## config.mk

```make
export PLATFORM = sky130hd
export DESIGN_NAME = spi_card_responder_flat
export DESIGN_NICKNAME = d
export VERILOG_FILES = /design/src/rtl/spi_card_responder_if.sv /design/src/rtl/spi_card_responder.sv /design/src/flat_wrapper.sv
export SDC_FILE = /design/constraint.sdc
export NUM_CORES = 1
export LEC_CHECK = 0
export ABC_CLOCK_PERIOD_IN_PS = 2780
export BUFFER_PORTS_ARGS = -buffer_cell sky130_fd_sc_hd__buf_2
export CAP_MARGIN = 20
export CORE_MARGIN = 3
export CORE_UTILIZATION = 43
export CTS_CLUSTER_DIAMETER = 30
export CTS_CLUSTER_SIZE = 28
export DETAILED_ROUTE_END_ITERATION = 12
export SLEW_MARGIN = 20
export SYNTH_ARGS = -nofsm -noshare
export SYNTH_HDL_FRONTEND = slang
export SYNTH_SLANG_ARGS = --single-unit
export TNS_END_PERCENT = 5
```

## constraint.sdc

```tcl
create_clock -name clock -period 2.78 [get_ports clock]
set_clock_uncertainty 0.1 [all_clocks]
set_input_delay 0.417 -clock clock [delete_from_list [all_inputs] [get_ports clock]]
set_output_delay 0.417 -clock clock [all_outputs]
set_load 0.1 [all_outputs]
```

## src/rtl/spi_card_responder_if.sv

```systemverilog
// spi_card_responder_if: SPI pins, received byte/command outputs and TX FIFO port of the card responder
interface spi_card_responder_if #(parameter int TX_DEPTH = 4);
  localparam int LW = $clog2(TX_DEPTH + 1);
  logic spi_clock, spi_dataout, card_cs_n, spi_datain;
  logic [7:0] rx_byte;
  logic rx_valid;
  logic [5:0] cmd_index;
  logic [31:0] cmd_arg;
  logic [6:0] cmd_crc;
  logic cmd_valid;
  logic [7:0] tx_byte;
  logic tx_write, tx_full, tx_overflow;
  logic [LW-1:0] tx_level;
  modport slave (
    input spi_clock, spi_dataout, card_cs_n, tx_byte, tx_write,
    output spi_datain, rx_byte, rx_valid, cmd_index, cmd_arg, cmd_crc, cmd_valid, tx_full, tx_level, tx_overflow
  );
  modport master (
    output spi_clock, spi_dataout, card_cs_n, tx_byte, tx_write,
    input spi_datain, rx_byte, rx_valid, cmd_index, cmd_arg, cmd_crc, cmd_valid, tx_full, tx_level, tx_overflow
  );
endinterface

```

## src/rtl/spi_card_responder.sv

```systemverilog
// spi_card_responder: oversampled SPI mode-0 card-side slave with SD command framer and response TX FIFO
module spi_card_responder #(
  parameter int TX_DEPTH = 4,
  parameter int SYNC_STAGES = 2,
  parameter logic [7:0] IDLE_BYTE = 8'hFF
) (
  input logic clock,
  input logic reset,
  spi_card_responder_if.slave bus
);
  localparam int AW = $clog2(TX_DEPTH);
  localparam int LW = $clog2(TX_DEPTH + 1);
  typedef enum logic {HUNT, COLLECT} state_t;
  logic [SYNC_STAGES-1:0] sck_q, mosi_q, cs_q;
  logic sck_d, cs_d, sel, rise, fall, cs_fall, load, done;
  logic [3:0] bit_cnt;
  logic [7:0] rx_shift, rx_byte, load_byte;
  logic [6:0] tx_shift;
  logic rx_valid, miso;
  logic [7:0] mem [TX_DEPTH];
  logic [AW-1:0] wptr, rptr;
  logic [LW-1:0] level, level_n;
  logic full, overflow, do_pop, do_push, empty;
  state_t state, state_n;
  logic [2:0] byte_cnt;
  logic [5:0] idx_s, cmd_index;
  logic [31:0] arg_s, cmd_arg;
  logic [6:0] cmd_crc;
  logic cmd_valid, hunt_hit, coll, last;
  assign sel = ~cs_q[SYNC_STAGES-1];
  assign rise = sel & sck_q[SYNC_STAGES-1] & ~sck_d;
  assign fall = sel & ~sck_q[SYNC_STAGES-1] & sck_d;
  assign cs_fall = sel & cs_d;
  assign load = cs_fall | (fall & bit_cnt == 4'd8);
  assign empty = level == '0;
  assign load_byte = empty ? IDLE_BYTE : mem[rptr];
  assign do_pop = load & ~empty;
  assign do_push = bus.tx_write & (level != LW'(TX_DEPTH) | do_pop);
  assign level_n = (do_push & ~do_pop) ? level + 1'b1 : (do_pop & ~do_push) ? level - 1'b1 : level;
  always_ff @(posedge clock) begin
    if (!reset) begin
      sck_q <= '0;
      mosi_q <= '1;
      cs_q <= '1;
      sck_d <= 1'b0;
      cs_d <= 1'b1;
    end else begin
      sck_q <= {sck_q[SYNC_STAGES-2:0], bus.spi_clock};
      mosi_q <= {mosi_q[SYNC_STAGES-2:0], bus.spi_dataout};
      cs_q <= {cs_q[SYNC_STAGES-2:0], bus.card_cs_n};
      sck_d <= sck_q[SYNC_STAGES-1];
      cs_d <= cs_q[SYNC_STAGES-1];
    end
  end
  // done marks the eighth rising edge; the byte is published one clock later
  always_ff @(posedge clock) begin
    if (!reset) begin
      bit_cnt <= '0;
      rx_shift <= '0;
      tx_shift <= '1;
      miso <= 1'b1;
      done <= 1'b0;
      rx_byte <= 8'hFF;
      rx_valid <= 1'b0;
    end else begin
      done <= rise & bit_cnt == 4'd7;
      rx_valid <= done;
      if (done) rx_byte <= rx_shift;
      if (!sel) begin
        bit_cnt <= '0;
        miso <= 1'b1;
      end else if (load) begin
        bit_cnt <= '0;
        tx_shift <= load_byte[6:0];
        miso <= load_byte[7];
      end else if (rise) begin
        bit_cnt <= bit_cnt + 4'd1;
        rx_shift <= {rx_shift[6:0], mosi_q[SYNC_STAGES-1]};
      end else if (fall) begin
        tx_shift <= {tx_shift[5:0], 1'b1};
        miso <= tx_shift[6];
      end
    end
  end
  always_ff @(posedge clock) begin
    if (!reset) begin
      wptr <= '0;
      rptr <= '0;
      level <= '0;
      full <= 1'b0;
      overflow <= 1'b0;
    end else begin
      if (do_push) wptr <= wptr + 1'b1;
      if (do_pop) rptr <= rptr + 1'b1;
      level <= level_n;
      full <= level_n == LW'(TX_DEPTH);
      if (bus.tx_write & ~do_push) overflow <= 1'b1;
    end
  end
  always_ff @(posedge clock) if (do_push) mem[wptr] <= bus.tx_byte;
  assign hunt_hit = sel & rx_valid & state == HUNT & rx_byte[7:6] == 2'b01;
  assign coll = sel & rx_valid & state == COLLECT;
  assign last = coll & byte_cnt == 3'd5;
  always_ff @(posedge clock) state <= !reset ? HUNT : state_n;
  always_comb state_n = (!sel || last) ? HUNT : hunt_hit ? COLLECT : state;
  always_ff @(posedge clock) begin
    if (!reset) begin
      byte_cnt <= '0;
      idx_s <= '0;
      arg_s <= '0;
      cmd_index <= '0;
      cmd_arg <= '0;
      cmd_crc <= '0;
      cmd_valid <= 1'b0;
    end else begin
      cmd_valid <= last & rx_byte[0];
      if (hunt_hit) begin
        idx_s <= rx_byte[5:0];
        byte_cnt <= 3'd1;
      end else if (coll & ~last) begin
        arg_s <= {arg_s[23:0], rx_byte};
        byte_cnt <= byte_cnt + 3'd1;
      end
      if (last & rx_byte[0]) begin
        cmd_index <= idx_s;
        cmd_arg <= arg_s;
        cmd_crc <= rx_byte[7:1];
      end
    end
  end
  assign bus.spi_datain = miso;
  assign bus.rx_byte = rx_byte;
  assign bus.rx_valid = rx_valid;
  assign bus.cmd_index = cmd_index;
  assign bus.cmd_arg = cmd_arg;
  assign bus.cmd_crc = cmd_crc;
  assign bus.cmd_valid = cmd_valid;
  assign bus.tx_full = full;
  assign bus.tx_level = level;
  assign bus.tx_overflow = overflow;
endmodule
```

## src/flat_wrapper.sv

```systemverilog
// flat-port wrapper written by rule: the top's interface ports become plain ports
module spi_card_responder_flat 
#(
  parameter int TX_DEPTH = 4,
  parameter int SYNC_STAGES = 2,
  parameter logic [7:0] IDLE_BYTE = 8'hFF
)
  (clock, reset, bus_spi_clock, bus_spi_dataout, bus_card_cs_n, bus_tx_byte, bus_tx_write, bus_spi_datain, bus_rx_byte, bus_rx_valid, bus_cmd_index, bus_cmd_arg, bus_cmd_crc, bus_cmd_valid, bus_tx_full, bus_tx_level, bus_tx_overflow);
  spi_card_responder_if #(.TX_DEPTH(TX_DEPTH)) bus_i ();
  input logic clock;
  input logic reset;
  input wire logic [$bits(bus_i.spi_clock)-1:0] bus_spi_clock;
  input wire logic [$bits(bus_i.spi_dataout)-1:0] bus_spi_dataout;
  input wire logic [$bits(bus_i.card_cs_n)-1:0] bus_card_cs_n;
  input wire logic [$bits(bus_i.tx_byte)-1:0] bus_tx_byte;
  input wire logic [$bits(bus_i.tx_write)-1:0] bus_tx_write;
  output wire logic [$bits(bus_i.spi_datain)-1:0] bus_spi_datain;
  output wire logic [$bits(bus_i.rx_byte)-1:0] bus_rx_byte;
  output wire logic [$bits(bus_i.rx_valid)-1:0] bus_rx_valid;
  output wire logic [$bits(bus_i.cmd_index)-1:0] bus_cmd_index;
  output wire logic [$bits(bus_i.cmd_arg)-1:0] bus_cmd_arg;
  output wire logic [$bits(bus_i.cmd_crc)-1:0] bus_cmd_crc;
  output wire logic [$bits(bus_i.cmd_valid)-1:0] bus_cmd_valid;
  output wire logic [$bits(bus_i.tx_full)-1:0] bus_tx_full;
  output wire logic [$bits(bus_i.tx_level)-1:0] bus_tx_level;
  output wire logic [$bits(bus_i.tx_overflow)-1:0] bus_tx_overflow;
  assign bus_i.spi_clock = bus_spi_clock;
  assign bus_i.spi_dataout = bus_spi_dataout;
  assign bus_i.card_cs_n = bus_card_cs_n;
  assign bus_i.tx_byte = bus_tx_byte;
  assign bus_i.tx_write = bus_tx_write;
  assign bus_spi_datain = bus_i.spi_datain;
  assign bus_rx_byte = bus_i.rx_byte;
  assign bus_rx_valid = bus_i.rx_valid;
  assign bus_cmd_index = bus_i.cmd_index;
  assign bus_cmd_arg = bus_i.cmd_arg;
  assign bus_cmd_crc = bus_i.cmd_crc;
  assign bus_cmd_valid = bus_i.cmd_valid;
  assign bus_tx_full = bus_i.tx_full;
  assign bus_tx_level = bus_i.tx_level;
  assign bus_tx_overflow = bus_i.tx_overflow;
  spi_card_responder #(.TX_DEPTH(TX_DEPTH), .SYNC_STAGES(SYNC_STAGES), .IDLE_BYTE(IDLE_BYTE)) u_core (.clock(clock), .reset(reset), .bus(bus_i));
endmodule
```

==> qor.yml, run 1 <==
synthesis:
  synth_top_area_cell: "dfxtp_1"
  ys.flop_type: "dfxtp_1"
  seq_area_frac_synth_pct: 59.3
  synth_edf_count: 32
  syn_inst: 640
  synthArstFlopShare_pct: 0
  ys_ff_latch: 169
  yosysTopAreaCellShare_pct: 43.9
  syn_nets: 665
  synth_cell_types: 50
  syn_avg_cell_area_um2: 9.75
  synthTopCellsByArea: "dfxtp_1, edfxtp_1, nand2_1, a21oi_1, mux4_2"
  syn_area_um2: 6240
  synth_warnings: 0
placed_design:
  gp_congestion: 0.807
  place_ws_ns: 0.499
  dp_hpwl_um: 8890
  io_buffers: 74
setup_path:
  rr_startpoint: "u_core.bit_cnt[0]"
  critPathCaptureType: "flop"
  start_kind: "flop"
  cp_max_fo: 8
  crit_type: "reg -> reg"
  rr_worst_depth: 6
  r2r_slack_ns: 0.55
  r2r-end: "u_core.mem[1][4]"
  cp.required_ns: 2.75
  arrival_ns: 2.20
sta:
  timing.final.ws_setup_ns: 0.552
  grt_setup_unrepaired: "false"
  relSlewSlack_pct: 58.2
  period_needed_ns: 2.23
  worst_slew_pin_slew_ns: 0.626
  finalMaxSlewViolations: 0
  tns_ns: 0
  hold_viol: 0
  fin_crit_sh_pct: 80.1
  max_freq_mhz: 449
  setup_violations: 0
floorplan:
  rows: 43
  dieArea_um2: 16000
  ios: 75
  fp.dieW_um: 126
  die_h_um: 126
  core-area_um2: 14000
  start_util_pct: 44.5
grt:
  grt_max_degree: 83
  grt_pass1_wl_um: 22100
  grt_usage_pct: 17.2
  grt_pass1_vias: 4494
  grt_overflow: 0
  antenna_found_initial: 0
pwr:
  p_leak_nw: 2.77
  power_mw: 5.15
  vdd_drop_max_mv: 0.435
  power.density_nw_per_um2: 699
worst_hold_path:
  hp-class: "in -> reg"
  hp-start: "bus_card_cs_n"
  hold-path-cell-count: 2
  worstHoldEndpoint: "u_core.cs_q[0]"
drt:
  vias_per_cell: 5.13
  drt-initial-drc-count: 326
  drtPass1Iterations: 6
  finalWirelength_um: 13300
  avgRoutedWirePerCell_um: 14.9
  vias: 4609
  drc: 0
  antenna_left: 0
finish:
  area_delta_synth_final_pct: 18.0
  antennaDiodeCount: 0
  drive_gt1_share_pct: 18.9
  nets: 730
clocking:
  cts_tree: "yes"
  numCtsBuffers: 17
  insertion_delay_ns: 0.42
  cts_buffer_depth: 2
  ctsHoldBuffers: 0
  cts_resized: 0
  post_cts_buffers: 0
  cts.sinks: 169
  cts_max_level: 4
  cts_root_buffer: "clkbuf_16"
  path_clk_slew_ns: 0.06
job:
  maxCapViolations: 0
status:
  status: "completed"
## cell type report
type	count	area, µm²
well taps	180	225
fillers	1297	6680
clock inverters	9	111
flip-flops and latches	169	3700
multi-input cells	423	2350
inverters	12	45.0
clock buffers	23	488
repair buffers	82	443
## layout by cell type (no fill, tap or decap), types with 5 or more instances in the layout
master and instances:
edfxtp_1 32, o221ai_1 7, a21oi_1 91, ha_1 11, buf_2 74, clkbuf_16 17, nand2b_1 5, nor2_1 22
nor3_1 5, and2_1 8, buf_4 7, mux4_2 8, nand3_1 11, mux2i_1 14, dfxtp_1 136, nand2_1 196
inv_1 11
## where the power goes
group          total (mW)  leakage [nW]  switching [mW]  internal (mW)
sequential           2.56          1.40          0.0217           2.54
clock                2.38         0.298           0.951           1.43
combinational       0.214          1.08           0.149         0.0656
total                5.15          2.77            1.12           4.03
## per-layer routing
| metal | GRT usage [%] | share of wire, % | up-vias |
|---|---|---|---|
| met5 | 0 | 0 | - |
| met1 | 22.2 | 47 | 2177 |
| met3 | 5.18 | 4.8 | 18 |
| met2 | 27.5 | 47 | 116 |
| li1 | - | - | 2298 |
| met4 | 6.31 | 1.8 | 0 |
## critical path, stage by stage, from the launching register on
cell      delay (ns)
dfxtp_1         0.34
inv_1           0.07
ha_1            0.18
nand3b_1        0.15
nor4b_4         0.38
or2_2           0.23
and2_1          0.42
## Yosys cell counts (3+ instances only)
library cell  number
xnor2_1            4
nor3_1             5
o221ai_1           7
nand2b_1           5
dfxtp_1          137
inv_1             11
mux4_2             8
nand2_1          196
and3_1             3
nor2_1            22
nand3_1           12
nand4_1            3
mux2i_1           14
ha_1              11
edfxtp_1          32
a21oi_1           91
xor2_1             4
buf_2              5
clkbuf_1          29
and2_1             8
## cells by family (layout without fill, tap and decap cells)
group | after synthesis | count (layout) | share of synthesized area (%)
fa+ha+maj | 11 | 11 | 2.20
simple gates | 267 | 267 | 18.4
flops | 169 | 169 | 59.3
mux | 22 | 22 | 5.13
compound gates | 115 | 115 | 10.7
xor+xnor | 8 | 8 | 1.12
buf+inv | 48 | 126 | 3.11
## worst max path at each step
| stage | startpoint | to | slack (ns) | cells past startpoint |
|---|---|---|---|---|
| after floorplan | u_core.bus.tx_level[1] | u_core.bus.tx_full | 0.02 | 7 |
| after global placement | u_core.bit_cnt[0] | u_core.mem[0][2] | 0.63 | 6 |
| after detailed placement | u_core.bit_cnt[0] | u_core.mem[1][0] | 0.50 | 6 |
| after CTS | u_core.bit_cnt[0] | u_core.mem[1][4] | 0.50 | 6 |
| after global routing | u_core.bit_cnt[0] | u_core.mem[1][3] | 0.36 | 6 |
| final | u_core.bit_cnt[0] | u_core.mem[1][4] | 0.55 | 6 |
## stage by stage
step / instance area [µm²] / cells / utilization [%] / hold WS (ns)
after floorplan: 6240 / 640 / - / 0.286
after global placement: 6770 / 866 / 48.2 / 0.294
after detailed placement: 6770 / 866 / 48.2 / 0.294
after CTS: 7370 / 898 / 52.5 / 0.0507
after global routing: 7370 / 898 / 52.5 / 0.0745
final: 7370 / 898 / 52.5 / 0.0670
## state kept, by name (all words and copies together), names as in the netlist, 3 cells and up, named ones only
register and flops:
u_core.rx_shift 8, u_core.bus.cmd_arg 32, u_core.idx_s 6, u_core.bit_cnt 4, u_core.mem 32, u_core.bus.tx_level 3
u_core.bus.cmd_crc 7, u_core.arg_s 32, u_core.bus.rx_byte 8, u_core.tx_shift 7, u_core.bus.cmd_index 6, u_core.byte_cnt 3
No activity file was read; power rests on OpenSTA's default activity.
==> inputs of run 2 (changes only) <==
--- a/config.mk
+++ b/config.mk
@@ -5,7 +5,7 @@
 export SDC_FILE = /design/constraint.sdc
 export NUM_CORES = 1
 export LEC_CHECK = 0
-export ABC_CLOCK_PERIOD_IN_PS = 2780
+export ABC_CLOCK_PERIOD_IN_PS = 2300
 export BUFFER_PORTS_ARGS = -buffer_cell sky130_fd_sc_hd__buf_2
 export CAP_MARGIN = 20
 export CORE_MARGIN = 3
==> constraint.sdc (replaced) <==
create_clock -name clock -period 2.3 [get_ports clock]
set_clock_uncertainty 0.1 [all_clocks]
set_input_delay 0.345 -clock clock [delete_from_list [all_inputs] [get_ports clock]]
set_output_delay 0.345 -clock clock [all_outputs]
set_load 0.1 [all_outputs]
==> run 2 against run 1 <==
Compared with the run above:
- count of clock-buffer cells in the layout up 1
- via count down 0.80%
- wire length shrank 1.6%
- first-iteration DRC count down 23%
- setup slack worse by 0.36 ns
- core utilization rose by 0.37 points
- critical path type unchanged
- critical endpoint is now u_core.bus.tx_full
==> qor.yml, run 2 (synthesized netlist as in run 1, its figures left out) <==
setup_path:
  critical-path-max-stage-delay_ns: 0.38
  rr_worst_depth: 7
  crit_buf_inv: 1
  worst_path_max_delay_cell: "or3_4"
  rr_startpoint: "u_core.bus.tx_level[0]"
  crit_type: "reg -> reg"
  critPathCaptureType: "flop"
  path_delay_family: "compound AO/OA/AOI/OAI gates"
  start_kind: "flop"
  crit_chain: "inv_1, ha_1, nand2b_2, o211ai_2, or3_4, o22a_1, a2111oi_2"
  cp_max_fo: 5
  arrival_ns: 2.32
  r2r-end: "u_core.bus.tx_full"
  r2r_slack_ns: 0.20
  cp.required_ns: 2.52
pwr:
  power.density_nw_per_um2: 820
  vdd_drop_max_mv: 0.517
  p_leak_nw: 2.80
  power_mw: 6.08
sta:
  finalMaxSlewViolations: 0
  whs_ns: 0.0149
  fin_crit_sh_pct: 91.5
  timing.final.ws_setup_ns: 0.196
  grt_setup_unrepaired: "false"
  relSlewSlack_pct: 59.7
  tns_ns: 0
  hold_viol: 0
  setup_violations: 0
  max_freq_mhz: 475
  worst_slew_pin_slew_ns: 0.600
  period_needed_ns: 2.10
finish:
  final_cell_mix: "nand2_1, dfxtp_1, a21oi_1"
  antennaDiodeCount: 0
  reg_top3: "u_core.arg_s (32), u_core.bus.cmd_arg (32), u_core.mem (32)"
  drive_gt1_share_pct: 20.4
  area_delta_synth_final_pct: 18.9
  layout_commonest_cell: "nand2_1"
  nets: 737
clocking:
  path_clk_slew_ns: 0.06
  cts.sinks: 169
  ctsHoldBuffers: 0
  post_cts_buffers: 0
  cts_max_level: 4
  numCtsBuffers: 17
  cts_root_buffer: "clkbuf_16"
  cts_tree: "yes"
  insertion_delay_ns: 0.41
  cts_buffer_depth: 2
drt:
  drt-initial-drc-count: 250
  met1_length_um: 5950
  drtPass1Iterations: 5
  wl_met3_um: 524
  drc: 0
  finalWirelength_um: 13100
  vias_per_cell: 5.05
  antenna_left: 0
  route.met2.wl_um: 6510
  avgRoutedWirePerCell_um: 14.5
  routed.top_layer: "met4"
  vias: 4572
grt:
  grt_max_degree: 67
  grt_pass1_wl_um: 22000
  grt_pass1_vias: 4492
  antenna_found_initial: 0
  grt_usage_pct: 17.1
  grt_overflow: 0
status:
  status: "completed"
placed_design:
  io_buffers: 74
  gp_congestion: 0.805
  place_ws_ns: 0.0959
  dp_hpwl_um: 9200
floorplan:
  dieArea_um2: 16000
  ios: 75
  die_h_um: 126
  start_util_pct: 44.5
  core-area_um2: 14000
  rows: 43
  fp.dieW_um: 126
worst_hold_path:
  hp-start: "bus_spi_dataout"
  worstHoldEndpoint: "u_core.mosi_q[0]"
  hp-class: "in -> reg"
  hold-path-cell-count: 2
job:
  maxCapViolations: 0
==> run 2: cell types whose count changed in the layout (fill, tap and decap cells not counted), moves of 2 or more <==
| cell | before | now |
|---|---|---|
| and2_1 | 8 | 4 |
| and2_2 | 0 | 4 |
| buf_4 | 7 | 13 |
| dfxtp_1 | 136 | 134 |
| dfxtp_4 | 0 | 2 |
==> run 2: timing repair <==
item / in CTS / in global routing
setup endpoints to repair: 0 / 32
resized for setup: 0 / 4
hold endpoints to repair: 0 / 0
==> run 2: worst max-delay path by stage <==
| stage | start | to | cells after the start |
|---|---|---|---|
| final | u_core.bus.tx_level[0] | u_core.bus.tx_full | 7 |
| after global routing | u_core.bit_cnt[1] | u_core.bus.tx_full | 7 |
| after CTS | u_core.bit_cnt[1] | u_core.mem[1][4] | 6 |
| after detailed placement | u_core.bit_cnt[1] | u_core.mem[1][4] | 6 |
| after global placement | u_core.bit_cnt[0] | u_core.mem[1][0] | 6 |
| after floorplan | u_core.bus.rx_valid | u_core.bus.cmd_crc[6] | 6 |
==> run 2: worst reg2reg max path, delay by kind of cell (launching register included) <==
kind	cells	cell delay, ns
flip-flops	1	0.36
adder cells (fa/ha/maj)	1	0.25
buffers and inverters	1	0.08
AND/OR/NAND/NOR	2	0.49
AO/OA/AOI/OAI	3	0.72
==> run 2: area by class of cell <==
| class | instances | area, µm² |
|---|---|---|
| Inverter | 12 | 45.0 |
| Multi-Input combinational cell | 423 | 2350 |
| Tap cell | 180 | 225 |
| Fill cell | 1274 | 6620 |
| Clock buffer | 24 | 492 |
| Clock inverter | 8 | 82.6 |
| Timing Repair Buffer | 89 | 508 |
| Sequential cell | 169 | 3710 |
==> run 2: report_power, final <==
group	internal, mW	switching, mW
sequential	3.07	0.0263
combinational	0.0829	0.176
clock	1.62	1.11
total	4.77	1.31
==> run 2: per-stage QoR <==
stage / cell area (µm²) / cells / utilization, %
global placement: 6840 / 873 / 48.7
CTS: 7410 / 905 / 52.8
floorplan: 6250 / 640 / -
detailed placement: 6840 / 873 / 48.7
global route: 7420 / 905 / 52.8
finish: 7420 / 905 / 52.8
==> run 2: metal layers <==
metal  up-vias  GRT usage [%]
met2        85           27.9
met4         0           5.30
met3        12           4.88
li1       2309              -
met5         -              0
met1      2166           22.1
